===== src/rtl/relu_wb_sched_if.sv =====
// Bundle between the conv lanes, the shared ReLU unit, the output memory and relu_wb_sched.
// The slave modport is the scheduler's view of the bundle.
interface relu_wb_sched_if #(
  parameter int N_REQ  = 4,
  parameter int DATA_W = 23,
  parameter int ADDR_W = 16
);
  logic                    start;
  logic [N_REQ-1:0]        req;
  logic [N_REQ*DATA_W-1:0] data;
  logic [N_REQ-1:0]        gnt;
  logic                    relu_en;
  logic [DATA_W-1:0]       relu_in;
  logic [DATA_W-1:0]       relu_out;
  logic                    relu_write;
  logic                    mem_we;
  logic [ADDR_W-1:0]       mem_addr;
  logic [DATA_W-1:0]       mem_wdata;
  logic                    busy;
  logic                    done;
  logic                    err;

  modport slave (
    input  start, req, data, relu_out, relu_write,
    output gnt, relu_en, relu_in, mem_we, mem_addr, mem_wdata, busy, done, err
  );

  modport master (
    output start, req, data, relu_out, relu_write,
    input  gnt, relu_en, relu_in, mem_we, mem_addr, mem_wdata, busy, done, err
  );
endinterface


===== src/rtl/relu_wb_sched.sv =====
// Round-robin sharing of one 2-cycle ReLU among N_REQ conv lanes, with a tag pipeline
// that turns ReLU results into raster-addressed output-memory writes.
module relu_wb_lane #(
  parameter int FRAME = 4,
  parameter int CNT_W = 3
) (
  input  logic             clk,
  input  logic             rst,
  input  logic             clr,
  input  logic             inc,
  output logic [CNT_W-1:0] pix,
  output logic             fin,
  output logic             last
);
  always_ff @(posedge clk or posedge rst) begin
    if (rst)      pix <= '0;
    else if (clr) pix <= '0;
    else if (inc) pix <= pix + CNT_W'(1);
  end

  assign fin  = (pix == CNT_W'(FRAME));
  assign last = (pix == CNT_W'(FRAME - 1));
endmodule

module relu_wb_sched #(
  parameter int N_REQ  = 4,
  parameter int DATA_W = 23,
  parameter int FMAP_W = 55,
  parameter int FMAP_H = 55,
  parameter int ADDR_W = 16
) (
  input  logic           clk,
  input  logic           rst,
  relu_wb_sched_if.slave bus
);
  localparam int FRAME  = FMAP_W * FMAP_H;
  localparam int CNT_W  = $clog2(FRAME + 1);
  localparam int PTR_W  = (N_REQ > 1) ? $clog2(N_REQ) : 1;
  localparam int STAGES = 2;

  typedef enum logic [1:0] {IDLE, RUN, DRAIN, DONE} state_t;

  state_t                      state, nstate;
  logic [PTR_W-1:0]            ptr, gidx, cand;
  logic                        found, clr;
  logic [N_REQ-1:0]            gnt_c, lane_done, lane_last, eligible;
  logic [N_REQ-1:0][CNT_W-1:0] pix;
  logic [STAGES:1]             vld_pipe;
  logic [STAGES:1][ADDR_W-1:0] addr_pipe;
  logic [ADDR_W-1:0]           gaddr, mem_addr;
  logic [DATA_W-1:0]           mem_wdata;
  logic                        mem_we, err, wr_hit;

  assign clr = (state == IDLE) && bus.start;

  genvar g;
  generate
    for (g = 0; g < N_REQ; g++) begin : g_lane
      relu_wb_lane #(.FRAME(FRAME), .CNT_W(CNT_W)) u_lane (
        .clk  (clk),
        .rst  (rst),
        .clr  (clr),
        .inc  (gnt_c[g]),
        .pix  (pix[g]),
        .fin  (lane_done[g]),
        .last (lane_last[g])
      );
    end
  endgenerate

  assign eligible = bus.req & ~lane_done;

  // First eligible lane scanning upward from ptr, wrapping at N_REQ.
  always_comb begin
    gnt_c = '0;
    gidx  = '0;
    cand  = '0;
    found = 1'b0;
    if (state == RUN) begin
      for (int off = 0; off < N_REQ; off++) begin
        cand = PTR_W'((int'(ptr) + off) % N_REQ);
        if (!found && eligible[cand]) begin
          found       = 1'b1;
          gidx        = cand;
          gnt_c[cand] = 1'b1;
        end
      end
    end
  end

  assign gaddr = ADDR_W'(int'(gidx) * FRAME) + ADDR_W'(pix[gidx]);

  always_comb begin
    nstate = state;
    case (state)
      IDLE:    if (bus.start) nstate = RUN;
      RUN:     if (&(lane_done | (gnt_c & lane_last))) nstate = DRAIN;
      DRAIN:   if (vld_pipe == '0) nstate = DONE;
      DONE:    nstate = IDLE;
      default: nstate = IDLE;
    endcase
  end

  // With stage2 invalid, relu_write is ignored, so an unreset ReLU cannot leak a write.
  assign wr_hit = vld_pipe[STAGES] & bus.relu_write;

  always_ff @(posedge clk or posedge rst) begin
    if (rst) begin
      state     <= IDLE;
      ptr       <= '0;
      vld_pipe  <= '0;
      addr_pipe <= '0;
      mem_we    <= 1'b0;
      mem_addr  <= '0;
      mem_wdata <= '0;
      err       <= 1'b0;
    end else begin
      state <= nstate;
      if (clr)
        ptr <= '0;
      else if (found)
        ptr <= (gidx == PTR_W'(N_REQ - 1)) ? '0 : gidx + PTR_W'(1);

      vld_pipe[1] <= found;
      if (found) addr_pipe[1] <= gaddr;
      for (int s = 2; s <= STAGES; s++) begin
        vld_pipe[s]  <= vld_pipe[s-1];
        addr_pipe[s] <= addr_pipe[s-1];
      end

      mem_we <= wr_hit;
      if (wr_hit) begin
        mem_addr  <= addr_pipe[STAGES];
        mem_wdata <= bus.relu_out;
      end

      if (clr)
        err <= 1'b0;
      else if (vld_pipe[STAGES] && !bus.relu_write)
        err <= 1'b1;
    end
  end

  assign bus.gnt       = gnt_c;
  assign bus.relu_en   = found;
  assign bus.relu_in   = found ? bus.data[int'(gidx)*DATA_W +: DATA_W] : '0;
  assign bus.mem_we    = mem_we;
  assign bus.mem_addr  = mem_addr;
  assign bus.mem_wdata = mem_wdata;
  assign bus.busy      = (state == RUN) || (state == DRAIN);
  assign bus.done      = (state == DONE);
  assign bus.err       = err;
endmodule


===== src/flat_wrapper.sv =====
// flat-port wrapper written by rule: the top's interface ports become plain ports
module relu_wb_sched_flat 
#(
  parameter int N_REQ  = 4,
  parameter int DATA_W = 23,
  parameter int FMAP_W = 55,
  parameter int FMAP_H = 55,
  parameter int ADDR_W = 16
)
  (clk, rst, bus_start, bus_req, bus_data, bus_relu_out, bus_relu_write, bus_gnt, bus_relu_en, bus_relu_in, bus_mem_we, bus_mem_addr, bus_mem_wdata, bus_busy, bus_done, bus_err);
  relu_wb_sched_if #(.N_REQ(N_REQ), .DATA_W(DATA_W), .ADDR_W(ADDR_W)) bus_i ();
  input  logic clk;
  input  logic rst;
  input wire logic [$bits(bus_i.start)-1:0] bus_start;
  input wire logic [$bits(bus_i.req)-1:0] bus_req;
  input wire logic [$bits(bus_i.data)-1:0] bus_data;
  input wire logic [$bits(bus_i.relu_out)-1:0] bus_relu_out;
  input wire logic [$bits(bus_i.relu_write)-1:0] bus_relu_write;
  output wire logic [$bits(bus_i.gnt)-1:0] bus_gnt;
  output wire logic [$bits(bus_i.relu_en)-1:0] bus_relu_en;
  output wire logic [$bits(bus_i.relu_in)-1:0] bus_relu_in;
  output wire logic [$bits(bus_i.mem_we)-1:0] bus_mem_we;
  output wire logic [$bits(bus_i.mem_addr)-1:0] bus_mem_addr;
  output wire logic [$bits(bus_i.mem_wdata)-1:0] bus_mem_wdata;
  output wire logic [$bits(bus_i.busy)-1:0] bus_busy;
  output wire logic [$bits(bus_i.done)-1:0] bus_done;
  output wire logic [$bits(bus_i.err)-1:0] bus_err;
  assign bus_i.start = bus_start;
  assign bus_i.req = bus_req;
  assign bus_i.data = bus_data;
  assign bus_i.relu_out = bus_relu_out;
  assign bus_i.relu_write = bus_relu_write;
  assign bus_gnt = bus_i.gnt;
  assign bus_relu_en = bus_i.relu_en;
  assign bus_relu_in = bus_i.relu_in;
  assign bus_mem_we = bus_i.mem_we;
  assign bus_mem_addr = bus_i.mem_addr;
  assign bus_mem_wdata = bus_i.mem_wdata;
  assign bus_busy = bus_i.busy;
  assign bus_done = bus_i.done;
  assign bus_err = bus_i.err;
  relu_wb_sched #(.N_REQ(N_REQ), .DATA_W(DATA_W), .FMAP_W(FMAP_W), .FMAP_H(FMAP_H), .ADDR_W(ADDR_W)) u_core (.clk(clk), .rst(rst), .bus(bus_i));
endmodule

===== config.mk =====
export PLATFORM = sky130hd
export DESIGN_NAME = relu_wb_sched_flat
export DESIGN_NICKNAME = d
export VERILOG_FILES = /design/src/rtl/relu_wb_sched_if.sv /design/src/rtl/relu_wb_sched.sv /design/src/flat_wrapper.sv
export SDC_FILE = /design/constraint.sdc
export NUM_CORES = 1
export LEC_CHECK = 0
export BUFFER_PORTS_ARGS = -buffer_cell sky130_fd_sc_hd__buf_2
export CAP_MARGIN = 5
export CORE_MARGIN = 2
export CORE_UTILIZATION = 50
export DETAILED_ROUTE_END_ITERATION = 8
export PLACE_DENSITY = 0.83
export SETUP_SLACK_MARGIN = 0.15
export SYNTH_ARGS = -nofsm -noshare
export SYNTH_HDL_FRONTEND = slang
export SYNTH_SLANG_ARGS = --single-unit

===== constraint.sdc =====
create_clock -name clk -period 6.6 [get_ports clk]
set_input_delay 0.66 -clock clk [delete_from_list [all_inputs] [get_ports clk]]
set_output_delay 0.66 -clock clk [all_outputs]
set_load 0.02 [all_outputs]

==> impl_metrics.ini <==
[die]
fp.dieArea_mm2 = 0.01635
initial_utilization_pct = 50.84
ios = 194
chipHeight_um = 127.9
coreArea_mm2 = 0.01509
rows = 45
die_x_um = 127.9

[timing]
timing.fmax_mhz = 179.1
skew_ps = 10.58
worstMarginPinSlew_ps = 885.9
slew_violations = 0
post-route-period-util_pct = 84.61
final-setup-viol-count = 0
fin_setup_tns_ps = 0
slew_headroom_pct = 40.94
rsz0062_at_grt = false
hold_violations = 0
fin_crit_ps = 5585
postLayoutSetupSlackWorst_ps = 1015

[routing]
wl_per_cell_um = 17.78
wl_um = 20150
vias = 6516
drt-initial-drc-count = 569
drtAntennaViolNets = 0
drc = 0
dr.pass1.iters = 6
routed_via_density = 5.751

[place]
io_buffers = 192
gp_congestion = 1.006
post-place-ws_ps = 1219
dpl_cell_area_mm2 = 0.008746
dp_hpwl_um = 15020

[final_layout]
seq_area_mm2 = 0.003103
layout-drive-gt1-share_pct = 32.28
diodes = 0
most-common-layout-cells = 192 x buf_2, 124 x dfrtp_1, 82 x nand2_1
fillers = 1218
layout_commonest_cell = buf_2
fin_nets = 1097
final_area_mm2 = 0.009298
syn_to_final_growth_pct = 21.20
multi_input_area_mm2 = 0.004253

[clock_network]
clock_latency_ps = 420
clock-sinks = 124
clockBufferDepth = 2
cts_setup_buffers = 0
cts.clk_slew.worst_paths_ps = 60
htreeDepth = 4
ctsHoldBuffers = 0
clock-root-buffer = clkbuf_16
cts_buffers = 17
cts_tree = done
cts_resized = 0

[yosys]
async_reset_ff_share_pct = 100.0
syn-num-nets = 924
synth-simple-area-share_pct = 17.91
synth_xor_xnor_area_share_pct = 4.795
netlist_area_mm2 = 0.007671
avgSynthCellArea_um2 = 10.08
seq_area_frac_synth_pct = 40.45
synth_top_family_by_area = simple AND/OR/NAND/NOR gates
syn_inst = 761
synth_mux_area_share_pct = 14.42
ys_warn_count = 0
synth_fa_ha_area_share_pct = 6.622
synth_compound_area_share_pct = 11.30
synth_edf_count = 0
yosys_most_used_dff = dfrtp_1
synth.distinct_cells = 65
ys_ff_latch = 124

[worst_setup_path]
crit_fanout = 28
critPathKind = flop to output pin
crit_path_start_kind = flop
critPathCaptureType = output pin
worstPathRequired_ps = 5940
worstPathArrival_ps = 4920

[global_routing]
gr-total-overflow = 0
grt_pass1_vias = 6425
grt_max_degree = 76
grt_first_pass_wirelength_um = 32640
grt_util_all_layers_pct = 25.54
antenna_found_initial = 2

[worst_hold_path]
min_path_type = input port to asynchronous set/reset pin

[flow_run]
drv_cap = 0

[power]
p_leak_nw = 4.281
vdd_drop_max_uv = 325.6
power_density_mw_per_mm2 = 571.0

[run_status]
status = finished clean
[where the power goes]
part | leakage (nW) | internal (mW) | switching, mW
combinational | 2.49 | 1.35 | 1.89
sequential | 1.53 | 1.01 | 0.203
clock | 0.258 | 0.533 | 0.330
total | 4.28 | 2.89 | 2.42
[Yosys cell counts (all sizes together), types with 2 or more instances]
library cell    n  share of area [%]
o2111ai         2               0.23
and4            3               0.34
o31ai           6               0.59
nor4b           2               0.23
clkbuf         29                1.4
nand3          21                1.4
o41a            2               0.29
nor2           62                3.1
mux2           42                6.2
a2111o          2               0.29
or3            11               0.90
nor2b           5               0.41
dfrtp         124                 40
buf            16                1.2
a32oi           3               0.34
a211oi         12                1.2
a221o           3               0.39
nor3            9               0.59
mux2i           7               0.91
nor4            4               0.33
nand4          14                1.1
xor2           27                3.1
and3           11               0.90
o41ai           2               0.47
mux4           25                7.3
and2           31                2.5
a31oi          14                1.1
xnor2          15                1.7
or4b            3               0.39
nand2          84                4.2
nand2b          3               0.24
a21o            5               0.49
a21oi          32                2.1
o21ai          23                1.5
o21a            4               0.39
a41oi           4               0.46
ha             39                6.4
inv            37                1.8
nand4b          6               0.69
[worst max-delay path, stage by stage, from the launching register on]
cell      delay (ps)
dfrtp_1          430
or4b_1           580
or4_1            680
nand2_4          160
a2bb2o_1         290
a21boi_1         330
o21a_2           580
buf_4            490
mux4_2           580
and2_1           190
buf_2            160
[per-stage QoR]
stage | cells | utilization (%) | power (mW) | hold slack, ps
finish | 1133 | 61.62 | 5.309 | 337.0
global route | 1133 | 61.62 | 5.708 | 377.2
CTS | 1133 | 61.62 | 5.305 | 343.7
detailed placement | 1103 | 57.96 | 4.405 | 360.9
global placement | 1103 | 57.96 | 4.344 | 357.1
floorplan | 761 | - | 3.647 | 353.5
[worst paths after layout]
path | startpoint | to | slack [ps] | cells after the start
max | u_core.g_lane[1].u_lane.pix[3] | bus_relu_in[12] | 1020 | 10
min | rst | u_core.g_lane[1].u_lane.pix[9] | 340 | 2
min reg2reg | u_core.addr_pipe[8] | u_core.addr_pipe[24] | 370 | 0
max reg2reg | u_core.g_lane[1].u_lane.pix[3] | u_core.addr_pipe[11] | 1090 | 16
max in group asynchronous | rst | u_core.addr_pipe[0] | 4940 | 3
min in group clk | u_core.addr_pipe[8] | u_core.addr_pipe[24] | 370 | 0
[flip-flops by register name, indices dropped and copies added, names as in the netlist, 2 cells and up]
signal,cells
u_core.bus.mem_wdata,23
u_core.state,2
u_core.bus.mem_addr,15
u_core.vld_pipe,2
u_core.ptr,2
u_core.g_lane.u_lane.pix,48
u_core.addr_pipe,30
[cell families (layout without fill, tap and decap cells)]
| kind of cell | after synthesis | after routing |
|---|---|---|
| adders and majority gates | 40 | 40 |
| AOI/OAI and AO/OA | 124 | 124 |
| muxes | 74 | 74 |
| xor gates and xnor gates | 42 | 42 |
| DFF | 124 | 124 |
| other | 1 | 1 |
| buffers and inverters | 82 | 266 |
| and+or+nand+nor | 274 | 274 |
[per-layer routing]
layer	part of all wire [%]	GRT usage, %
met1	42	33.86
met2	48	40.80
met3	8.6	7.805
met4	1.8	7.304
met5	0.11	0
[area by class of cell]
cell class	count	share of cell area [%]
multi-input cells	555	45.74
flip-flops and latches	124	33.37
clock inverters	9	0.9824
repair buffers	199	10.90
well taps	188	2.530
clock buffers	21	4.952
inverters	37	1.521
Power figures use the tool's default switching activity.
